===== src/rtl/alu_pipe.sv =====
// alu_pipe: single-stage registered ALU with valid/ready handshake and a chained carry flag.
module alu_pipe #(
  parameter int WIDTH     = 16,
  parameter bit CARRY_RST = 1'b0
) (
  input  logic             clk,
  input  logic             rst,
  input  logic             in_valid,
  output logic             in_ready,
  input  logic [WIDTH-1:0] in_a,
  input  logic [WIDTH-1:0] in_b,
  input  logic [3:0]       select,
  input  logic             mode,
  output logic             out_valid,
  input  logic             out_ready,
  output logic [WIDTH-1:0] alu_out,
  output logic             carry_out,
  output logic             zero,
  output logic             negative,
  output logic             overflow,
  output logic             compare,
  output logic             carry_flag
);
  logic             accept;
  logic             is_add, add_cin, add_ov, co, ov;
  logic [WIDTH-1:0] add_x, add_y, res;
  logic [WIDTH:0]   sum;
  logic             out_valid_q, out_valid_d, carry_out_q, carry_out_d, zero_q, zero_d;
  logic             negative_q, negative_d, overflow_q, overflow_d, compare_q, compare_d;
  logic             carry_flag_q, carry_flag_d;
  logic [WIDTH-1:0] alu_out_q, alu_out_d;
  assign in_ready = !out_valid_q || out_ready;
  assign accept   = in_valid && in_ready;
  // Subtracts run through the same adder as x + ~y + cin, so carry_out=1 means no borrow.
  always_comb begin
    add_x   = in_a;
    add_y   = in_b;
    add_cin = 1'b0;
    is_add  = 1'b1;
    case (select)
      4'd1: ;
      4'd2: add_cin = carry_flag_q;
      4'd3, 4'd13: begin add_y = ~in_b; add_cin = 1'b1; end
      4'd4: begin add_y = ~in_b; add_cin = carry_flag_q; end
      4'd5: begin add_y = '0; add_cin = 1'b1; end
      4'd6: add_y = '1;
      4'd7: begin add_x = in_b; add_y = ~in_a; add_cin = 1'b1; end
      default: is_add = 1'b0;
    endcase
  end
  assign sum    = {1'b0, add_x} + {1'b0, add_y} + {{WIDTH{1'b0}}, add_cin};
  assign add_ov = (add_x[WIDTH-1] == add_y[WIDTH-1]) && (sum[WIDTH-1] != add_x[WIDTH-1]);
  always_comb begin
    res = in_a;
    co  = 1'b0;
    ov  = 1'b0;
    if (mode) begin
      case (select)
        4'd0:  res = ~in_a;
        4'd1:  res = ~(in_a | in_b);
        4'd2:  res = ~in_a & in_b;
        4'd3:  res = '0;
        4'd4:  res = ~(in_a & in_b);
        4'd5:  res = ~in_b;
        4'd6:  res = in_a ^ in_b;
        4'd7:  res = in_a & ~in_b;
        4'd8:  res = ~in_a | in_b;
        4'd9:  res = ~(in_a ^ in_b);
        4'd10: res = in_b;
        4'd11: res = in_a & in_b;
        4'd12: res = '1;
        4'd13: res = in_a | ~in_b;
        4'd14: res = in_a | in_b;
        default: res = in_a;
      endcase
    end else if (is_add) begin
      res = (select == 4'd13) ? in_a : sum[WIDTH-1:0];
      co  = sum[WIDTH];
      ov  = add_ov;
    end else begin
      case (select)
        4'd8:  begin res = {in_a[WIDTH-2:0], 1'b0};          co = in_a[WIDTH-1]; end
        4'd9:  begin res = {1'b0, in_a[WIDTH-1:1]};          co = in_a[0]; end
        4'd10: begin res = {in_a[WIDTH-1], in_a[WIDTH-1:1]}; co = in_a[0]; end
        4'd11: begin res = {in_a[WIDTH-2:0], carry_flag_q};  co = in_a[WIDTH-1]; end
        4'd12: begin res = {carry_flag_q, in_a[WIDTH-1:1]};  co = in_a[0]; end
        4'd15: co = 1'b1;
        default: ;
      endcase
    end
  end
  always_comb begin
    out_valid_d  = accept || (out_valid_q && !out_ready);
    alu_out_d    = accept ? res : alu_out_q;
    carry_out_d  = accept ? co : carry_out_q;
    zero_d       = accept ? (res == '0) : zero_q;
    negative_d   = accept ? res[WIDTH-1] : negative_q;
    overflow_d   = accept ? ov : overflow_q;
    compare_d    = accept ? (in_a == in_b) : compare_q;
    carry_flag_d = (accept && !mode) ? co : carry_flag_q;
  end
  always_ff @(posedge clk or posedge rst) begin
    if (rst) begin
      out_valid_q  <= 1'b0;
      alu_out_q    <= '0;
      carry_out_q  <= 1'b0;
      zero_q       <= 1'b0;
      negative_q   <= 1'b0;
      overflow_q   <= 1'b0;
      compare_q    <= 1'b0;
      carry_flag_q <= CARRY_RST;
    end else begin
      out_valid_q  <= out_valid_d;
      alu_out_q    <= alu_out_d;
      carry_out_q  <= carry_out_d;
      zero_q       <= zero_d;
      negative_q   <= negative_d;
      overflow_q   <= overflow_d;
      compare_q    <= compare_d;
      carry_flag_q <= carry_flag_d;
    end
  end
  assign out_valid  = out_valid_q;
  assign alu_out    = alu_out_q;
  assign carry_out  = carry_out_q;
  assign zero       = zero_q;
  assign negative   = negative_q;
  assign overflow   = overflow_q;
  assign compare    = compare_q;
  assign carry_flag = carry_flag_q;
endmodule


===== config.mk =====
export PLATFORM = sky130hd
export DESIGN_NAME = alu_pipe
export DESIGN_NICKNAME = d
export VERILOG_FILES = /design/src/rtl/alu_pipe.sv
export SDC_FILE = /design/constraint.sdc
export NUM_CORES = 1
export LEC_CHECK = 0
export ABC_AREA = 1
export BUFFER_PORTS_ARGS = -buffer_cell sky130_fd_sc_hd__buf_2
export CAP_MARGIN = 20
export CORE_ASPECT_RATIO = 0.75
export CORE_MARGIN = 3
export CORE_UTILIZATION = 67
export DETAILED_ROUTE_END_ITERATION = 6
export GPL_TIMING_DRIVEN = 0
export HOLD_SLACK_MARGIN = 0.05
export PLACE_DENSITY_LB_ADDON = 0.1
export SLEW_MARGIN = 40
export SYNTH_ARGS = -nofsm -noshare
export SYNTH_HDL_FRONTEND = slang
export SYNTH_SLANG_ARGS = --single-unit
export TNS_END_PERCENT = 100

===== constraint.sdc =====
create_clock -name clk -period 5.57 [get_ports clk]
set_input_delay 1.671 -clock clk [delete_from_list [all_inputs] [get_ports clk]]
set_output_delay 1.671 -clock clk [all_outputs]
set_load 0.03 [all_outputs]

* Word level (Yosys, flattened, before mapping) *
Cells that the tools add are included.

cells by class
  bitwise logic cells = 12
  reductions and logical operators = 17
  eq/ne operators = 18
  multiplexer cells = 14
  $add $sub $neg = 2

operator list
  operator                                             count
  one-hot mux 16 bit (15 select lines)                 1
  NOT 16 bit                                           5
  one-hot mux 16 bit (5 select lines)                  1
  2-to-1 mux 16 bit                                    4
  one-hot mux 16 bit (4 select lines)                  1
  bitwise AND 16 bit                                   3
  OR 16 bit                                            3
  equality test 4 bit, second input constant           8
  adder 16 x 16 -> 17 bit                              1
  adder 17 x 1 -> 17 bit                               1
  equality test 16 bit                                 1
  equality test 4 x 3 -> 1 bit, second input constant  4
  logical NOT 16 bit                                   1
  bitwise XOR 16 bit                                   1
  equality test 4 x 2 -> 1 bit, second input constant  2
  OR reduction 8 bit                                   1
  OR reduction 3 bit                                   2
  2-to-1 mux 1 bit                                     5
  equality test 4 x 1 -> 1 bit, second input constant  1
  logical AND 1 bit                                    4
  logical NOT 4 bit                                    1
  OR reduction 2 bit                                   2
  OR reduction 4 bit                                   1
  logical NOT 1 bit                                    3
  5 further kinds                                      6

word-level totals
  register bits = 23
  output and inout bits = 24
  logic and storage cells = 71

* Logic depth before layout (Yosys ltp) *
Gate-level depths: netlist of the first run.

  word-level depth = 9
  mapped depth = 29
  mapped depth without buffers = 27

* Worst setup path after synthesis of the first run *
OpenSTA, ideal clock, no wires.

  kind = input to register
  start point = input port select[2]
  end point = register zero_q, in the netlist zero
  required time = 5.504 ns
  cell stages on the path = 27
  slack = 0.592 ns
  setup time = 0.066 ns
  arrival time = 4.913 ns
  path buffers = 3
  cell sequence = buf_2 > nand2_2 > nor2_2 > buf_2 > clkbuf_1 > nand2_1 > nand3_1 > o21ai_0 > fa_1 > fa_1 > inv_1 > nand2_1 > nand2_1 > nand3_1 > nand2_1 > nand2_1 > nand3_1 > nand2_1 > inv_1 > nor2_1 > nor2_1 > nand2_1 > nor2_1 > nand2_1 > nor2_1 > nand2_1 > nand2_1

between the ends
  longest elaborated chain between the ends = 9

ends and longest elaborated chain
  what                                               RTL line    source
  from (decl)                                        12          input logic [3:0] select,
  equality test 4 bit, or another cell as far along  40, 58, 77
  OR reduction 3 bit (no line)                       --
  one-hot mux 16 bit (4 select lines)                40          case (select)
  adder 16 x 16 -> 17 bit                            51          assign sum = {1'b0, add_x} + {1'b0, add_y} + {{WIDTH{1'b0}}, add_cin};
  adder 17 x 1 -> 17 bit                             51
  2-to-1 mux 16 bit                                  77          res = (select == 4'd13) ? in_a : sum[WIDTH-1:0];
  2-to-1 mux 16 bit                                  76          end else if (is_add) begin
  2-to-1 mux 16 bit (*)                              57          if (mode) begin
  logical NOT 16 bit (*)                             96          zero_d = accept ? (res == '0) : zero_q;
  to (signal assigned)                               116         zero_q <= zero_d;
  to (decl)                                          28          logic out_valid_q, out_valid_d, carry_out_q, carry_out_d, zero_q, zero_d;

Mark *: on every way between the ends. The rest lies on a longest branch, timed or not.
A chain may end at the register's enable or synchronous reset.

* Worst setup path in the final report of the first run *
  start point = input port select[0]
  end point = register zero_q, in the netlist zero

Same word-level chain as after synthesis.

==> metrics.cfg, run 1 <==
[drt]
num_vias = 7858
drt_iter0_drc = 1431
vias_per_cell = 6.302
firstDrtPassIters = 7
drt-total-wl_mm = 22.67
wl_per_cell_microns = 18.18
drt_drc_violations_left = 1
postRouteAntennaNets = 0

[synthesis]
synth_top_family_by_area = simple AND/OR/NAND/NOR gates
seq_area_frac_synth_pct = 9.269
synth_top_area_share_pct = 23.13
yosysTopAreaCell = nand2_1
ys_warn_count = 0
synth_xor_area_share_pct = 0.2949
synth_edf_count = 0
synth-seq-cells = 22
async_flop_share_pct = 100.0
ys_top_cells_by_area = nand2_1 (23%), ha_1 (17%), dfrtp_1 (9.3%)
yosys-mux-area-fraction_pct = 0
synthCells = 1074
synth_compound_area_share_pct = 21.78
netlist_area_sq_um = 5939
syn_nets = 1196
synth_cell_types = 42
synthAdderAreaFrac_pct = 17.32
synthSimpleGateAreaFrac_pct = 40.28
synthFlopType = dfrtp_1
avgSynthCellArea_sq_um = 5.530

[die]
start_util_pct = 69.66
die_h_microns = 87.54
num_io_pins = 65
rows = 29
dieArea_sq_um = 10040
core_sq_um = 8527
die_x_microns = 114.7

[cells_and_area]
fill_cells = 715
drive_gt1_share_pct = 11.15
num_antenna_cells = 0
areaGrowthSynthToFinish_pct = 9.690
utilization_pct = 76.41
fin_nets = 1263
stdcell_area_sq_um = 6515

[global_routing]
grt-ovfl-total = 0
grt_pass1_wl_mm = 34.60
grt_use_total_pct = 43.27
grt_pass1_vias = 6800
grt_max_degree = 23
antenna_found_initial = 0

[setup_path]
cp_slowest_stage_delay_ns = 0.48
cp.arrival_ns = 5.61
cpMostUsedCell = nand2_1
path_max_fanout = 10
cp_top_family = simple AND/OR/NAND/NOR gates
critPathCaptureType = flip-flop
slowest_stage = fa_1
worstSetupStartpointType = input port
cp_num_buf_inv = 6
cp.required_ns = 5.76
crit_type = input port to flip-flop

[timing]
tightest_slew_ns = 0.8580
setup_viol_count_final = 0
max_slew_margin_pct = 42.59
finalSetupTns_ns = 0
skew_ns = 0.001880
drv_slew = 0
hold_viol = 0
fin_crit_sh_pct = 97.27
fin_ws_ns = 0.1523
max_freq_mhz = 184.6
rsz0062_at_grt = no
layout_min_cycle_time_ns = 5.418

[status]
violations = design-rule violations
status = finished, violations left

[hold_path]
hold_class = flip-flop to flip-flop

[clock_tree]
post-cts-setup-buffer-count = 0
cts_htree_levels = 1
tritoncts = done
cts_root_buf = clkbuf_16
clk_pin_slew_worst_paths_ns = 0.05
cts_buffers = 3
cts_sinks = 22
clk_latency_ns = 0.25
clk_path_buf_depth = 2

[power_and_ir_drop]
ir_drop_mv = 0.2587
power_density_nw_per_um2 = 164.6
power_mw = 1.072
p_leak_nw = 3.606

[placed_design]
dp_hpwl_mm = 17.35
dp_worst_setup_slack_ns = -0.6508
portBuffers = 63
gp_congestion = 1.130
dpl_cell_area_sq_um = 6390

[flow_run]
maxCapViolCount = 0

state kept, by name, indices dropped and copies added (netlist names):
signal      count
alu_out        15
carry_flag      1
carry_out       1
compare         1
negative        1
out_valid       1
overflow        1
zero            1
cells by family after synthesis:
logic type | count (synthesis)
AND/OR/NAND/NOR | 578
adder cells (fa/ha/maj) | 81
AO/OA/AOI/OAI | 231
buffers and inverters | 160
XOR/XNOR | 2
flip-flops | 22
where the power goes:
part           switching, mW  internal, mW  total [mW]
sequential            0.0151         0.187       0.202
combinational          0.500         0.224       0.724
clock                 0.0515        0.0946       0.146
total                  0.566         0.506        1.07
repair_timing:
item,in CTS,in global routing
hold buffers,0,0
gates resized for setup,3,13
setup endpoints to repair,6,2
pin swaps,0,0
worst reg2reg max path, cell delays in order, from the launching register on:
cell     delay [ns]
dfrtp_1        0.36
inv_1          0.09
a21oi_1        0.13
a21oi_1        0.08
fa_2           0.44
fa_1           0.48
inv_1          0.13
nand2_1        0.06
nand2_1        0.09
nand3_1        0.12
nand2_1        0.16
nand2_1        0.07
nand3_1        0.09
nand2_1        0.06
inv_1          0.05
nor2_1         0.04
nor2_2         0.19
nand2_1        0.08
nor2_1         0.13
nand2_1        0.06
nor2_1         0.09
nand2_1        0.07
nand2_1        0.06
cells in the mapped netlist (3+ instances only):
cell and n:
buf_2 18, o21ai_0 94, nand3b_1 5, o2111ai_1 4, o211ai_1 3, a31oi_1 8, nor4_1 4, a21oi_1 66
buf_6 3, nor2_1 120, nand3_1 45, clkbuf_1 14, and2_1 3, inv_1 115, o21ai_1 9, a22o_1 3
dfrtp_1 22, o22ai_1 23, buf_4 3, nand2_1 366, a22oi_1 13, nor2_2 3, ha_1 79, nand2_2 7
nor3_1 6, nor2_4 4, inv_2 7, nand4_1 11
layout by cell type (no fill, tap or decap), types with 2 or more instances in the layout:
master     synthesis  routed
nor2_4             4       7
ha_1              79      79
nor2_1           120     117
o21ai_1            9       9
buf_2             18      78
nand3b_1           5       5
buf_4              3       4
clkbuf_4           0       2
a21oi_1           66      65
inv_1            115     113
a21oi_2            1       2
clkbuf_16          0       3
clkbuf_1          14      13
nand2_1          366     364
nor3_1             6       6
nand4_1           11      11
a31oi_1            8       8
o21ai_0           94      94
and2_1             3       3
o22ai_1           23      23
nand3_4            1       2
a22o_1             3       3
nand3_1           45      44
o2111ai_1          4       4
nor4_1             4       4
inv_2              7       9
buf_6              3       3
nand2_2            7       9
o211ai_1           3       3
xnor2_1            2       2
a22oi_1           13      13
dfrtp_1           22      22
nor2_2             3       3
metrics by stage:
stage,cells,hold WS [ns]
3_3_place_gp,1245,0.4601
5_1_grt,1247,0.5034
3_5_place_dp,1245,0.4608
6_report,1247,0.4723
4_1_cts,1247,0.4762
2_1_floorplan,1074,0.6615
final timing paths:
check	from	to	slack, ns	cells after the start
setup / recovery	select[0]	zero	0.15	29
hold / removal	carry_out	carry_out	0.47	2
max in group asynchronous	rst	alu_out[0]	3.84	2
hold reg to reg	carry_out	carry_out	0.47	2
min in group asynchronous	rst	zero	1.42	2
setup reg to reg	carry_flag	zero	2.39	22
metal layers:
metal	vias to the layer above	share of wire [%]	global-route usage, %
li1	3639	-	-
met1	3380	38	59.87
met2	707	40	64.71
met3	132	17	10.15
met4	0	5.0	18.44
met5	-	0	0
area by class of cell:
class / instances / area [sq um] / share of cell area (%)
inverter: 122 / 457.9 / 7.029
buffer: 37 / 202.7 / 3.111
sequential: 22 / 550.5 / 8.450
multi-input combinational: 892 / 4778 / 73.34
clock buffer: 3 / 75.07 / 1.152
tap: 108 / 135.1 / 2.074
timing repair buffer: 63 / 315.3 / 4.840
(Power assumes the default switching activity.)
==> run 2, diff against run 1 <==
--- a/config.mk
+++ b/config.mk
@@ -5,12 +5,11 @@
 export SDC_FILE = /design/constraint.sdc
 export NUM_CORES = 1
 export LEC_CHECK = 0
-export ABC_AREA = 1
 export BUFFER_PORTS_ARGS = -buffer_cell sky130_fd_sc_hd__buf_2
 export CAP_MARGIN = 20
 export CORE_ASPECT_RATIO = 0.75
 export CORE_MARGIN = 3
-export CORE_UTILIZATION = 67
+export CORE_UTILIZATION = 60
 export DETAILED_ROUTE_END_ITERATION = 6
 export GPL_TIMING_DRIVEN = 0
 export HOLD_SLACK_MARGIN = 0.05
==> run 2 against run 1 <==
Against the previous run: the run ends with design-rule violations, negative setup slack left; maximum frequency decreased by 3.1%; sequential power increased by 2%; area after synthesis increased by 11%; first-iteration DRC count increased by 60%; combinational power increased by 26%; core utilization decreased by 1.8 points; critical endpoint unchanged; highest routed layer unchanged.
==> metrics.cfg, run 2 <==
[power_and_ir_drop]
power_mw = 1.274  ; +19%
p_leak_nw = 3.483  ; -3.4%
power_density_nw_per_um2 = 162.1  ; -1.5%
ir_drop_mv = 0.1614  ; -38%

[die]
die_x_microns = 127.3  ; +11%
rows = 32  ; +10%
die_h_microns = 96.96  ; +11%
core_sq_um = 10530  ; +23%
num_io_pins = 65  ; unchanged
start_util_pct = 62.86  ; -6.8 points
dieArea_sq_um = 12340  ; +23%

[synthesis]
synth_edf_count = 0  ; unchanged
synth_top_family_by_area = compound AO/OA/AOI/OAI gates
yosysMostFrequentCell = nand2_1
ys_warn_count = 0  ; unchanged
ys_top_cells_by_area = ha_1 (15%), dfrtp_1 (8.3%), o21ai_0 (5.9%)
avgSynthCellArea_sq_um = 7.094  ; +28%
yosysTopAreaCell = ha_1
async_flop_share_pct = 100.0  ; unchanged
synthAdderAreaFrac_pct = 17.81  ; +0.49 points
yosys-mux-area-fraction_pct = 5.161  ; +5.2 points
synth_xor_area_share_pct = 0.9263  ; +0.63 points
syn_nets = 1055  ; -12%
synthCells = 933  ; -13%
synth_compound_area_share_pct = 37.64  ; +16 points
seq_area_frac_synth_pct = 8.318  ; -0.95 points
synthSimpleGateAreaFrac_pct = 20.26  ; -20 points
synth_common_cells = nand2_1 (86), ha_1 (79), o21ai_0 (78), nor2_1 (66), a21oi_1 (59)
synthFlopType = dfrtp_1
netlist_area_sq_um = 6619  ; +11%
synth-seq-cells = 22  ; unchanged
synth_top_area_share_pct = 14.93  ; -8.2 points
synth_cell_types = 82  ; +95%

[cells_and_area]
largest_reg_flops = 15  ; unchanged
seq_area_sq_um = 550.5  ; unchanged
final_cells = 1160  ; -7.0%
fin_nets = 1148  ; -9.1%
multi_input_area_sq_um = 5577  ; +17%
num_antenna_cells = 0  ; unchanged
areaGrowthSynthToFinish_pct = 18.73
final_cell_mix = nand2_1 (85), ha_1 (79), buf_2 (77)
fill_cells = 829  ; +16%
drive_gt1_share_pct = 21.29  ; +10 points
mostFrequentLayoutCell = nand2_1

[global_routing]
grt_pass1_vias = 7984  ; +17%
grt_pass1_wl_mm = 46.44  ; +34%
grt_use_total_pct = 48.21  ; +4.9 points
grt_max_degree = 29  ; +26%
antenna_found_initial = 0  ; unchanged
grt-ovfl-total = 0  ; unchanged

[placed_design]
post-place-cells = 1133  ; -9.0%
dp_worst_setup_slack_ns = -1.212  ; -0.5613 ns
gp_congestion = 1.145  ; +1.3%
portBuffers = 64  ; +1.6%
dp_hpwl_mm = 23.53  ; +36%

[flow_run]
maxCapViolCount = 0  ; unchanged

[setup_path]
cp.required_ns = 5.72  ; -0.04 ns
regToRegStartpoint = carry_flag
critPathCaptureType = flip-flop
cp.arrival_ns = 5.74  ; +0.13 ns
cp_top_family = compound AO/OA/AOI/OAI gates
crit_chain = clkbuf_4 -> buf_8 -> buf_4 -> nand4b_1 -> buf_4 -> clkbuf_8 -> a21oi_4 -> fa_2 -> fa_2 -> nor2b_2 -> o31a_1 -> buf_4 -> o2111a_2 -> o21a_1 -> a221oi_4 -> xor2_1 -> a41o_1 -> and4_1 -> a32o_1
cpMostUsedCell = buf_4
cp_num_buf_inv = 6  ; unchanged
slowest_stage = o31a_1
worstSetupStartpointType = input port
crit_type = input port to flip-flop
cp_slowest_stage_delay_ns = 0.34  ; -0.14 ns
crit_start = select[2]
path_max_fanout = 10  ; unchanged
reg2reg_depth = 15  ; -32%
path_depth = 19  ; -34%

[timing]
fin_crit_sh_pct = 100.4  ; +3.2 points
tightest_slew_ns = 0.8778  ; +0.01985 ns
finalSetupTns_ns = -0.02341  ; -0.02341 ns
hold_viol = 0  ; unchanged
max_slew_margin_pct = 41.26  ; -1.3 points
layout_min_cycle_time_ns = 5.593  ; +0.1757 ns
setup_viol_count_final = 1  ; +1
hold_slack_ns = 0.4729  ; +0.0006040 ns
drv_slew = 0  ; unchanged
fin_ws_ns = -0.02341  ; -0.1757 ns
skew_ns = 0.004240  ; +0.002360 ns
max_freq_mhz = 178.8  ; -3.1%

[status]
status = finished, violations left
violations = design-rule violations, negative setup slack

[drt]
drt-total-wl_mm = 32.44  ; +43%
vias_per_cell = 7.829  ; +24%
postRouteAntennaNets = 0  ; unchanged
dr_wl_met2_mm = 12.42  ; +36%
drt_drc_violations_left = 7  ; +6
drt-met1-wl_mm = 11.67  ; +35%
wl_per_cell_microns = 27.96  ; +54%
drt_iter0_drc = 2294  ; +60%
firstDrtPassIters = 7  ; unchanged
top_layer = met4
wl_met3_mm = 5.757  ; +52%
num_vias = 9082  ; +16%

[clock_tree]
clk_path_buf_depth = 2  ; unchanged
cts_root_buf = clkbuf_16
cts_htree_levels = 1  ; unchanged
tritoncts = done
clk_pin_slew_worst_paths_ns = 0.06  ; about the same
clk_latency_ns = 0.26  ; about the same
cts_buffers = 3  ; unchanged
cts_sinks = 22  ; unchanged

[hold_path]
hold_class = flip-flop to flip-flop
min_path_cells = 2  ; unchanged
hold_start = alu_out[12]

==> run 2: changes by cell type after synthesis, moves of 17 or more <==
cell	change
a21o_1	+22
a221oi_1	+24
a31oi_1	+17
buf_2	+21
clkbuf_1	+19
inv_1	-68
mux2i_1	+18
nand2_1	-280
nand2b_1	+17
nand3_1	-22
nor2_1	-54
nor2b_1	+18
==> run 2: logic make-up (layout without fill, tap and decap cells) <==
family / after synthesis / after routing
fa+ha+maj: 96 / 96
compound gates: 363 / 363
buf+inv: 142 / 233
flops: 22 / 22
simple gates: 275 / 275
xor+xnor: 7 / 7
mux: 28 / 28
==> run 2: power by group <==
group          internal (mW)  switching, mW  total [mW]
sequential             0.187         0.0198       0.207
combinational          0.336          0.575       0.912
clock                 0.0951         0.0608       0.156
total                  0.618          0.656        1.27
==> run 2: layout make-up <==
| cell class | instances | share of cell area (%) |
|---|---|---|
| clock buffer | 3 | 0.9553 |
| inverter | 48 | 2.293 |
| buffer | 77 | 8.263 |
| tap | 136 | 2.165 |
| sequential | 22 | 7.005 |
| timing repair buffer | 105 | 8.359 |
| multi-input combinational | 769 | 70.96 |
==> run 2: path summary, 6_finish.rpt <==
check,endpoint,slack [ns]
worst max-delay path,zero,-0.02
worst min-delay path,alu_out[12],0.47
worst max register to register,zero,1.61
worst min register to register,alu_out[12],0.47
max in group asynchronous,negative,3.80
min in group asynchronous,alu_out[3],1.43
==> run 2: timing repair <==
action	4_1_cts	5_1_grt
setup endpoints to repair	15	5
setup buffers	7	33
hold buffers	0	0
hold endpoints to repair	0	0
pin swaps	13	20
cloned	0	1
gates resized for setup	57	65
==> run 2: per-stage QoR <==
| step | instance area, sq um | utilization (%) |
|---|---|---|
| 2_1_floorplan | 6649 | - |
| 3_3_place_gp | 7139 | 67.80 |
| 3_5_place_dp | 7139 | 67.80 |
| 4_1_cts | 7397 | 70.25 |
| 5_1_grt | 7859 | 74.63 |
| 6_report | 7859 | 74.63 |
==> run 2: layer usage <==
layer  global-route usage [%]  vias up
li1                         -     3696
met5                        0        -
met3                    17.99      295
met2                    66.60     1085
met1                    64.36     4006
met4                    25.80        0
==> run 2: worst register-to-register path, delay by kind of cell (launching register included) <==
| kind | cells | cell delay [ns] |
|---|---|---|
| AO/OA/AOI/OAI | 7 | 1.31 |
| adder cells (fa/ha/maj) | 2 | 0.85 |
| buffers and inverters | 1 | 0.15 |
| flip-flops | 1 | 0.54 |
| multiplexers | 1 | 0.17 |
| AND/OR/NAND/NOR | 4 | 0.88 |
==> run 3, diff against run 2 <==
--- a/config.mk
+++ b/config.mk
@@ -13,6 +13,7 @@
 export DETAILED_ROUTE_END_ITERATION = 6
 export GPL_TIMING_DRIVEN = 0
 export HOLD_SLACK_MARGIN = 0.05
+export MAX_ROUTING_LAYER = met4
 export PLACE_DENSITY_LB_ADDON = 0.1
 export SLEW_MARGIN = 40
 export SYNTH_ARGS = -nofsm -noshare
==> run 3 against run 2 <==
Against the previous run: the flow still finishes with violations (design-rule violations, negative setup slack); total power fell by 3.8%; count of clock-buffer cells in the layout did not move; die area did not move; worst hold slack improved by 0.0074 ns; clock power barely moved; first-iteration DRC count fell by 23%; clock skew rose by 0.0027 ns; cell count fell by 2.3%; maximum frequency barely moved; combinational power fell by 5.5%; via count fell by 4.5%; flip-flop and latch count did not move; critical endpoint unchanged; largest cell class unchanged.
==> metrics.cfg, run 3 (same netlist as run 2, synthesis figures left out) <==
[cells_and_area]
utilization_pct = 71.58  ; -3.1 points
num_antenna_cells = 0  ; unchanged
final_cells = 1133  ; -2.3%
areaGrowthSynthToFinish_pct = 13.88
multi_input_area_sq_um = 5544  ; -0.58%
drive_gt1_share_pct = 18.66  ; -2.6 points
mostFrequentLayoutCell = nand2_1
largest_reg_flops = 15  ; unchanged
fill_cells = 936  ; +13%
seq_area_sq_um = 550.5  ; unchanged
final_cell_mix = nand2_1 (85), buf_2 (81), ha_1 (79)
fin_nets = 1121  ; -2.4%

[hold_path]
hold_class = flip-flop to flip-flop
hold_start = alu_out[10]
min_path_cells = 1  ; -1

[drt]
drt-total-wl_mm = 30.54  ; -5.9%
wl_per_cell_microns = 26.96  ; -3.6%
firstDrtPassIters = 7  ; unchanged
num_vias = 8672  ; -4.5%
drt_drc_violations_left = 15  ; +8
vias_per_cell = 7.654  ; -2.2%
postRouteAntennaNets = 0  ; unchanged
drt_iter0_drc = 1768  ; -23%

[global_routing]
antenna_found_initial = 0  ; unchanged
grt_pass1_wl_mm = 45.52  ; -2.0%
grt_use_total_pct = 48.20  ; about the same
grt-ovfl-total = 0  ; unchanged
grt_max_degree = 29  ; unchanged
grt_pass1_vias = 7929  ; -0.69%

[power_and_ir_drop]
ir_drop_mv = 0.1530  ; -5.2%
p_comb_share_pct = 70.3  ; -1.2 points
clkPwrFrac_pct = 12.8  ; +0.6 points
p_leak_nw = 3.312  ; -4.9%
netSwitchingPower_mw = 0.6350  ; -3.2%
power_density_nw_per_um2 = 162.6  ; +0.27%
power_frac_seq_pct = 16.8  ; +0.6 points
switching_share_pct = 51.83  ; +0.34 points
p_int_mw = 0.5902  ; -4.5%

[placed_design]
post-place-cells = 1133  ; unchanged
portBuffers = 64  ; unchanged
dp_worst_setup_slack_ns = -1.185  ; +0.02677 ns
gp_congestion = 1.202  ; +5.0%
dp_hpwl_mm = 23.18  ; -1.5%

[clock_tree]
clk_pin_slew_worst_paths_ns = 0.06  ; about the same
holdBufCountCts = 0  ; unchanged
tritoncts = done
cts_root_buf = clkbuf_16
cts_sinks = 22  ; unchanged
clk_latency_ns = 0.27  ; about the same
clk_path_buf_depth = 2  ; unchanged
cts_buffers = 3  ; unchanged
cts_htree_levels = 1  ; unchanged

[setup_path]
path_depth = 18  ; -1
cpMostUsedCell = buf_6
worstSetupStartpointType = input port
crit_chain = buf_2 -> buf_6 -> buf_6 -> buf_12 -> buf_4 -> maj3_1 -> o22ai_2 -> a221oi_2 -> ha_1 -> nor2b_2 -> o31a_1 -> o2111a_2 -> or4_4 -> nand3_2 -> nand4_1 -> nor4_4 -> and4_1 -> a32o_1
cp_slowest_stage_delay_ns = 0.50  ; +0.16 ns
path_max_fanout = 14  ; +4
slowest_stage = or4_4
cp.arrival_ns = 5.79  ; +0.05 ns
reg2reg_depth = 14  ; -1
cp_num_buf_inv = 5  ; -1
cp_top_family = simple AND/OR/NAND/NOR gates
crit_type = input port to flip-flop
critPathCaptureType = flip-flop
crit_start = select[3]
regToRegStartpoint = carry_flag
cp.required_ns = 5.76  ; +0.04 ns

[timing]
layout_min_cycle_time_ns = 5.598  ; +0.004427 ns
setup_viol_count_final = 1  ; unchanged
drv_slew = 0  ; unchanged
hold_viol = 0  ; unchanged
max_slew_margin_pct = 35.32  ; -5.9 points
fin_crit_sh_pct = 100.5  ; about the same
fin_ws_ns = -0.02783  ; -0.004428 ns
skew_ns = 0.006990  ; +0.002750 ns
hold_slack_ns = 0.4803  ; +0.007392 ns
tightest_slew_ns = 0.9667  ; +0.08883 ns
max_freq_mhz = 178.6  ; about the same
finalSetupTns_ns = -0.02783  ; -0.004428 ns

[die]
start_util_pct = 62.86  ; unchanged
core_sq_um = 10530  ; unchanged
dieArea_sq_um = 12340  ; unchanged
die_h_microns = 96.96  ; unchanged
num_io_pins = 65  ; unchanged
rows = 32  ; unchanged
die_x_microns = 127.3  ; unchanged

[status]
violations = design-rule violations, negative setup slack
status = finished, violations left

[flow_run]
maxCapViolCount = 0  ; unchanged

run 3: power groups by stage:
stage | Combinational, mW | Sequential, mW | Clock, mW
5_1_grt | 0.899 | 0.209 | 0.163
2_1_floorplan | 0.476 | 0.259 | 0
4_1_cts | 0.791 | 0.205 | 0.155
3_5_place_dp | 0.772 | 0.207 | 0
3_3_place_gp | 0.760 | 0.205 | 0
6_report | 0.862 | 0.206 | 0.157
run 3: metrics by stage:
step | cell area, sq um | power (mW)
3_3_place_gp | 7139 | 0.9652
2_1_floorplan | 6649 | 0.7352
4_1_cts | 7346 | 1.151
5_1_grt | 7537 | 1.271
6_report | 7537 | 1.225
3_5_place_dp | 7139 | 0.9792
run 3: area by class of cell:
cell class	instances	area share (%)
inverters	48	2.390
plain buffers	81	8.018
flip-flops and latches	22	7.304
multi-input cells	769	73.56
clock buffers	3	0.9960
well taps	136	2.258
repair buffers	74	5.478
run 3: worst paths after layout:
path,endpoint,slack (ns)
setup / recovery,zero,-0.03
hold / removal,alu_out[10],0.48
setup reg to reg,zero,1.69
hold reg to reg,alu_out[10],0.48
max in group asynchronous,negative,3.81
min in group asynchronous,alu_out[3],1.42
run 3: repair_timing:
action | 4_1_cts | 5_1_grt
resized for setup | 50 | 54
endpoints found under the setup margin | 15 | 4
cloned | 0 | 1
pin swaps | 4 | 18
buffers inserted | 4 | 5
run 3: layer usage:
metal | vias to the layer above | track usage, % | part of all wire [%]
li1 | 3649 | - | -
met1 | 3922 | 64.85 | 37
met2 | 894 | 64.62 | 38
met3 | 207 | 15.62 | 18
met4 | 0 | 22.59 | 6.6
met5 | - | - | 0
